$ cat config.mk
export PLATFORM = sky130hd
export DESIGN_NAME = axi_lite_arbiter
export DESIGN_NICKNAME = d
export VERILOG_FILES = /design/src/rtl/axi_lite_arbiter.sv
export SDC_FILE = /design/constraint.sdc
export NUM_CORES = 1
export LEC_CHECK = 0
export BUFFER_PORTS_ARGS = -buffer_cell sky130_fd_sc_hd__buf_2
export CORE_AREA = 2 2 170 172
export DETAILED_ROUTE_END_ITERATION = 6
export DIE_AREA = 0 0 172 174
export GPL_TIMING_DRIVEN = 0
export PLACE_DENSITY = 0.44
export SLEW_MARGIN = 10
export SYNTH_ARGS = -nofsm -noshare
export SYNTH_HDL_FRONTEND = slang
export SYNTH_SLANG_ARGS = --single-unit
$ cat constraint.sdc
create_clock -name clk -period 2.2 [get_ports clk]
set_clock_uncertainty 0.15 [all_clocks]
set_input_delay 0.11 -clock clk [delete_from_list [all_inputs] [get_ports clk]]
set_output_delay 0.11 -clock clk [all_outputs]
set_load 0.02 [all_outputs]
$ cat src/rtl/axi_lite_arbiter.sv
// Two-master (IFU = m0, LSU = m1) to one-slave AXI-Lite arbiter.
// A registered round-robin grant owns the slave until its R or B response completes.
module axi_lite_arbiter (
    input  logic        clk,
    input  logic        rst,
    // master 0 (IFU)
    input  logic [31:0] m0_araddr,
    input  logic        m0_arvalid,
    output logic        m0_arready,
    output logic [31:0] m0_rdata,
    output logic [1:0]  m0_rresp,
    output logic        m0_rvalid,
    input  logic        m0_rready,
    input  logic [31:0] m0_awaddr,
    input  logic        m0_awvalid,
    output logic        m0_awready,
    input  logic [31:0] m0_wdata,
    input  logic [3:0]  m0_wstrb,
    input  logic        m0_wvalid,
    output logic        m0_wready,
    output logic [1:0]  m0_bresp,
    output logic        m0_bvalid,
    input  logic        m0_bready,
    // master 1 (LSU)
    input  logic [31:0] m1_araddr,
    input  logic        m1_arvalid,
    output logic        m1_arready,
    output logic [31:0] m1_rdata,
    output logic [1:0]  m1_rresp,
    output logic        m1_rvalid,
    input  logic        m1_rready,
    input  logic [31:0] m1_awaddr,
    input  logic        m1_awvalid,
    output logic        m1_awready,
    input  logic [31:0] m1_wdata,
    input  logic [3:0]  m1_wstrb,
    input  logic        m1_wvalid,
    output logic        m1_wready,
    output logic [1:0]  m1_bresp,
    output logic        m1_bvalid,
    input  logic        m1_bready,
    // slave
    output logic [31:0] s_araddr,
    output logic        s_arvalid,
    input  logic        s_arready,
    input  logic [31:0] s_rdata,
    input  logic [1:0]  s_rresp,
    input  logic        s_rvalid,
    output logic        s_rready,
    output logic [31:0] s_awaddr,
    output logic        s_awvalid,
    input  logic        s_awready,
    output logic [31:0] s_wdata,
    output logic [3:0]  s_wstrb,
    output logic        s_wvalid,
    input  logic        s_wready,
    input  logic [1:0]  s_bresp,
    input  logic        s_bvalid,
    output logic        s_bready
);

    typedef enum logic [1:0] {IDLE, READ, WRITE} state_t;

    state_t r_state;
    logic   r_owner;
    logic   r_prio;
    logic   r_ar_done;
    logic   r_aw_done;
    logic   r_w_done;

    logic        w_req0, w_req1, w_gnt, w_gnt_ar;
    logic        w_rd, w_wr;
    logic [31:0] w_own_araddr, w_own_awaddr, w_own_wdata;
    logic [3:0]  w_own_wstrb;
    logic        w_own_arvalid, w_own_rready, w_own_awvalid, w_own_wvalid, w_own_bready;

    assign w_req0   = m0_arvalid | (m0_awvalid & m0_wvalid);
    assign w_req1   = m1_arvalid | (m1_awvalid & m1_wvalid);
    assign w_gnt    = (w_req0 & w_req1) ? r_prio : w_req1;
    // A pending read wins over the same master's pending write.
    assign w_gnt_ar = w_gnt ? m1_arvalid : m0_arvalid;

    assign w_rd = (r_state == READ);
    assign w_wr = (r_state == WRITE);

    assign w_own_araddr  = r_owner ? m1_araddr  : m0_araddr;
    assign w_own_arvalid = r_owner ? m1_arvalid : m0_arvalid;
    assign w_own_rready  = r_owner ? m1_rready  : m0_rready;
    assign w_own_awaddr  = r_owner ? m1_awaddr  : m0_awaddr;
    assign w_own_awvalid = r_owner ? m1_awvalid : m0_awvalid;
    assign w_own_wdata   = r_owner ? m1_wdata   : m0_wdata;
    assign w_own_wstrb   = r_owner ? m1_wstrb   : m0_wstrb;
    assign w_own_wvalid  = r_owner ? m1_wvalid  : m0_wvalid;
    assign w_own_bready  = r_owner ? m1_bready  : m0_bready;

    always_ff @(posedge clk) begin
        if (rst) begin
            r_state   <= IDLE;
            r_owner   <= 1'b0;
            r_prio    <= 1'b0;
            r_ar_done <= 1'b0;
            r_aw_done <= 1'b0;
            r_w_done  <= 1'b0;
        end else begin
            case (r_state)
                IDLE: begin
                    if (w_req0 | w_req1) begin
                        r_owner   <= w_gnt;
                        r_prio    <= ~w_gnt;
                        r_ar_done <= 1'b0;
                        r_aw_done <= 1'b0;
                        r_w_done  <= 1'b0;
                        r_state   <= w_gnt_ar ? READ : WRITE;
                    end
                end
                READ: begin
                    if (s_arvalid & s_arready) r_ar_done <= 1'b1;
                    if (s_rvalid & w_own_rready) r_state <= IDLE;
                end
                WRITE: begin
                    if (s_awvalid & s_awready) r_aw_done <= 1'b1;
                    if (s_wvalid & s_wready)   r_w_done  <= 1'b1;
                    if (s_bvalid & w_own_bready) r_state <= IDLE;
                end
                default: r_state <= IDLE;
            endcase
        end
    end

    always_comb begin
        s_araddr  = '0;
        s_arvalid = 1'b0;
        s_rready  = 1'b0;
        s_awaddr  = '0;
        s_awvalid = 1'b0;
        s_wdata   = '0;
        s_wstrb   = '0;
        s_wvalid  = 1'b0;
        s_bready  = 1'b0;
        m0_arready = 1'b0; m0_rdata = '0; m0_rresp = '0; m0_rvalid = 1'b0;
        m0_awready = 1'b0; m0_wready = 1'b0; m0_bresp = '0; m0_bvalid = 1'b0;
        m1_arready = 1'b0; m1_rdata = '0; m1_rresp = '0; m1_rvalid = 1'b0;
        m1_awready = 1'b0; m1_wready = 1'b0; m1_bresp = '0; m1_bvalid = 1'b0;

        if (w_rd) begin
            s_araddr  = w_own_araddr;
            s_arvalid = w_own_arvalid & ~r_ar_done;
            s_rready  = w_own_rready;
            if (r_owner) begin
                m1_arready = s_arready & ~r_ar_done;
                m1_rdata   = s_rdata;
                m1_rresp   = s_rresp;
                m1_rvalid  = s_rvalid;
            end else begin
                m0_arready = s_arready & ~r_ar_done;
                m0_rdata   = s_rdata;
                m0_rresp   = s_rresp;
                m0_rvalid  = s_rvalid;
            end
        end

        // AW and W complete independently; each channel goes quiet once its handshake is done.
        if (w_wr) begin
            s_awaddr  = w_own_awaddr;
            s_awvalid = w_own_awvalid & ~r_aw_done;
            s_wdata   = w_own_wdata;
            s_wstrb   = w_own_wstrb;
            s_wvalid  = w_own_wvalid & ~r_w_done;
            s_bready  = w_own_bready;
            if (r_owner) begin
                m1_awready = s_awready & ~r_aw_done;
                m1_wready  = s_wready & ~r_w_done;
                m1_bresp   = s_bresp;
                m1_bvalid  = s_bvalid;
            end else begin
                m0_awready = s_awready & ~r_aw_done;
                m0_wready  = s_wready & ~r_w_done;
                m0_bresp   = s_bresp;
                m0_bvalid  = s_bvalid;
            end
        end
    end

endmodule
==> summary.txt <==
Die
  • Die area: 29900 sq um
  • Die Y-Extent: 174 microns
  • Core area: 28200 sq um
  • Initial Util: 0.0764
  • # IOs: 440
  • Die width: 172 microns
  • Rows: 62

Route
  • DR iter-0 viols: 105
  • DRC Markers: 0
  • Wire per inst: 18.0 microns
  • Via count: 4098
  • Routed WL: 19.8 mm
  • Router iterations before antenna repair: 4
  • Vias per cell: 3.72
  • Routed Antenna Nets: 0

Setup path
  • Reg2reg start: r_state[1]$_SDFFE_PP0P_
  • Worst-path cell chain: buf_4, nand2b_4, nor2_4, buf_4, buf_6, a22o_1, buf_2
  • CP Class: reg2out
  • Slowest stage delay, CP: 0.29 ns
  • Critical path peak fanout: 10
  • Worst path arrival time: 1.86 ns
  • Worst reg2reg endpoint: r_w_done$_SDFFE_PP0P_
  • Crit start category: register
  • Most frequent CP cell: buf_4
  • Worst Setup End Kind: output port
  • CP max-delay cell: dfxtp_1
  • WP data required: 1.94 ns
  • Reg2Reg Depth: 4
  • Setup slack, reg-to-reg: 0.70 ns

Logic synthesis
  • Synthesized flop and latch total: 7
  • Leading area contributor after synthesis: a22o_1
  • Post-Synthesis Cells: 271
  • Area contributors post-synth: a22o_1 (41%), and2_1 (21%), dfxtp_1 (6.5%), buf_6 (5.2%), buf_4 (2.8%)
  • Sequential area share after synthesis: 0.0649
  • Number of library cell types mapped by synthesis: 34
  • Synth Flop Type: dfxtp_1
  • Ys async rst share: 0
  • Synthesized Nets: 524
  • Yosys warning count: 0
  • Top cell type's share of synthesized area: 0.406
  • Cell Area, Synth: 2160 sq um
  • Mean Syn Cell Area: 7.96 sq um
  • EDFF count, synth: 0

Clocking
  • CTS tree: done
  • CTS clock-pin slew for the worst setup and hold paths: 0.04 ns
  • # H-tree levels: 1
  • Clock sink count: 7
  • Clock Latency Late Sink: 0.24 ns
  • Hold Buf Count CTS: 0
  • Inserted Clock Buffers: 3
  • Max Buffers Root-to-Sink: 2
  • CTS root buf: clkbuf_16

Global routing
  • Largest net degree at the start of global routing: 11
  • Initial antenna violation count: 6
  • Global-route wire length before repair: 25.6 mm
  • Remaining Overflow, GRT: 0
  • Vias in the first global route: 4127
  • GR Util All Layers: 0.118

Power
  • Maximum vdd drop: 0.214 mV
  • Static Leak: 2.95 nW
  • Pwr per Cell Area: 355 nW/um^2

Place
  • Placement Setup Slack: 0.175 ns
  • I/O Buffers: 439
  • Final GP Congestion: 0.863
  • DP HPWL: 17.9 mm

Final layout
  • Nets@finish: 968
  • Fill count: 3317
  • Layout cell share with drive strength beyond 1: 0.678
  • Area Growth Syn to Fin: 129%

Run
  • Max-cap check violation count: 0

Min path
  • Min-delay src: rst
  • Cells on Worst Hold Path: 3
  • Hold endpoint: r_ar_done$_SDFFE_PP0P_
  • Min-delay worst type: in2reg

Timing
  • Max-slew headroom: 0.608
  • Fin. Hold Viols: 0
  • Worst Slack Setup Final: 0.0783 ns
  • Pins Over Slew Limit: 0
  • Setup violators final: 0
  • Worst Tran Pin Value: 0.582 ns
  • Final Critical Period: 2.12 ns
  • TNS Setup: 0 ns
  • Tcrit/Tclk final: 0.964
  • FMAX: 0.471 GHz
  • RSZ-0062 raised after global routing: no

Run status
  • Status: complete, no violations
## kinds of logic after synthesis
group                  synth area share
flip-flops                       0.0649
buffers and inverters             0.116
AND/OR/NAND/NOR                   0.335
multiplexers                     0.0232
AO/OA/AOI/OAI                     0.461
## power breakdown
group | leakage [nW] | switching, mW | internal [mW]
sequential | 0.0577 | 0.0104 | 0.139
clock | 0.0409 | 0.0806 | 0.239
combinational | 2.86 | 0.749 | 0.534
## cell type report
cell class                      instances  area, sq um  area share
Antenna cell                            3         7.51     0.00152
Buffer                                 33          243      0.0492
Clock buffer                            3         75.1      0.0152
Clock inverter                          1         5.00     0.00101
Inverter                                2         7.51     0.00152
Multi-Input combinational cell        229         1780       0.360
Sequential cell                         7          141      0.0287
Tap cell                              384          480      0.0974
Timing Repair Buffer                  439         2200       0.445
## synthesized netlist by cell type, types with 4 or more instances
cell type,number
a21oi_1,4
a22o_1,100
and2_1,74
buf_2,11
buf_4,8
buf_6,10
clkbuf_1,4
dfxtp_1,7
mux2i_1,5
nor2_1,6
nor4b_1,5
## repair_timing
action	4_1_cts	5_1_grt
buffers inserted	0	0
setup endpoints to repair	68	0
resized for setup	3	0
## how the worst max path moves through the flow
| stage | endpoint | from |
|---|---|---|
| 5_1_grt | s_araddr[16] | r_state[1]$_SDFFE_PP0P_ |
| 2_1_floorplan | m0_awready | r_state[0]$_SDFFE_PP0P_ |
| 6_report | s_araddr[16] | r_state[1]$_SDFFE_PP0P_ |
| 4_1_cts | s_araddr[16] | r_state[1]$_SDFFE_PP0P_ |
| 3_3_place_gp | s_awaddr[29] | r_state[0]$_SDFFE_PP0P_ |
| 3_5_place_dp | s_awaddr[29] | r_state[0]$_SDFFE_PP0P_ |
## flip-flops by register name (all words and copies together) (netlist names)
name and cells:
r_ar_done 1, r_state 2, r_owner 1, r_aw_done 1
r_prio 1, r_w_done 1
## through the flow
stage / utilization / cell area (sq um) / hold WS, ns / std cells / power (mW)
3_5_place_dp: 0.171 / 4840 / 0.273 / 1094 / 1.44
2_1_floorplan: - / 2160 / 0.137 / 271 / 0.842
4_1_cts: 0.174 / 4930 / 0.0179 / 1098 / 1.78
6_report: 0.175 / 4930 / 0.0188 / 1101 / 1.75
5_1_grt: 0.175 / 4930 / 0.0299 / 1101 / 1.85
3_3_place_gp: 0.171 / 4840 / 0.245 / 1094 / 1.44
## critical path: cells and delay by family, from the launching register on
| family | cells | cell delay (ns) |
|---|---|---|
| flops | 1 | 0.29 |
| buf+inv | 4 | 0.75 |
| compound gates | 1 | 0.19 |
| simple gates | 2 | 0.37 |
## layout by cell type, fill, tap and decap left out, drive strengths merged, types with 2 or more instances in the layout
cell / instances
a21oi: 4
nor2: 10
nor3: 6
clkbuf: 7
dfxtp: 7
nor4b: 5
diode: 3
o31ai: 2
and2: 74
o2bb2ai: 3
o211ai: 2
inv: 2
buf: 468
mux2i: 5
nand2b: 5
nor2b: 3
a22o: 100
## per-layer routing
layer  track usage  vias to the layer above  wire length [microns]
met3        0.0157                       16                   1600
met1         0.121                     1860                   7160
li1              -                     1929                      -
met2         0.243                      293                  10600
met5             0                        -                      0
met4        0.0280                        0                    410
(Power assumes the default switching activity.)
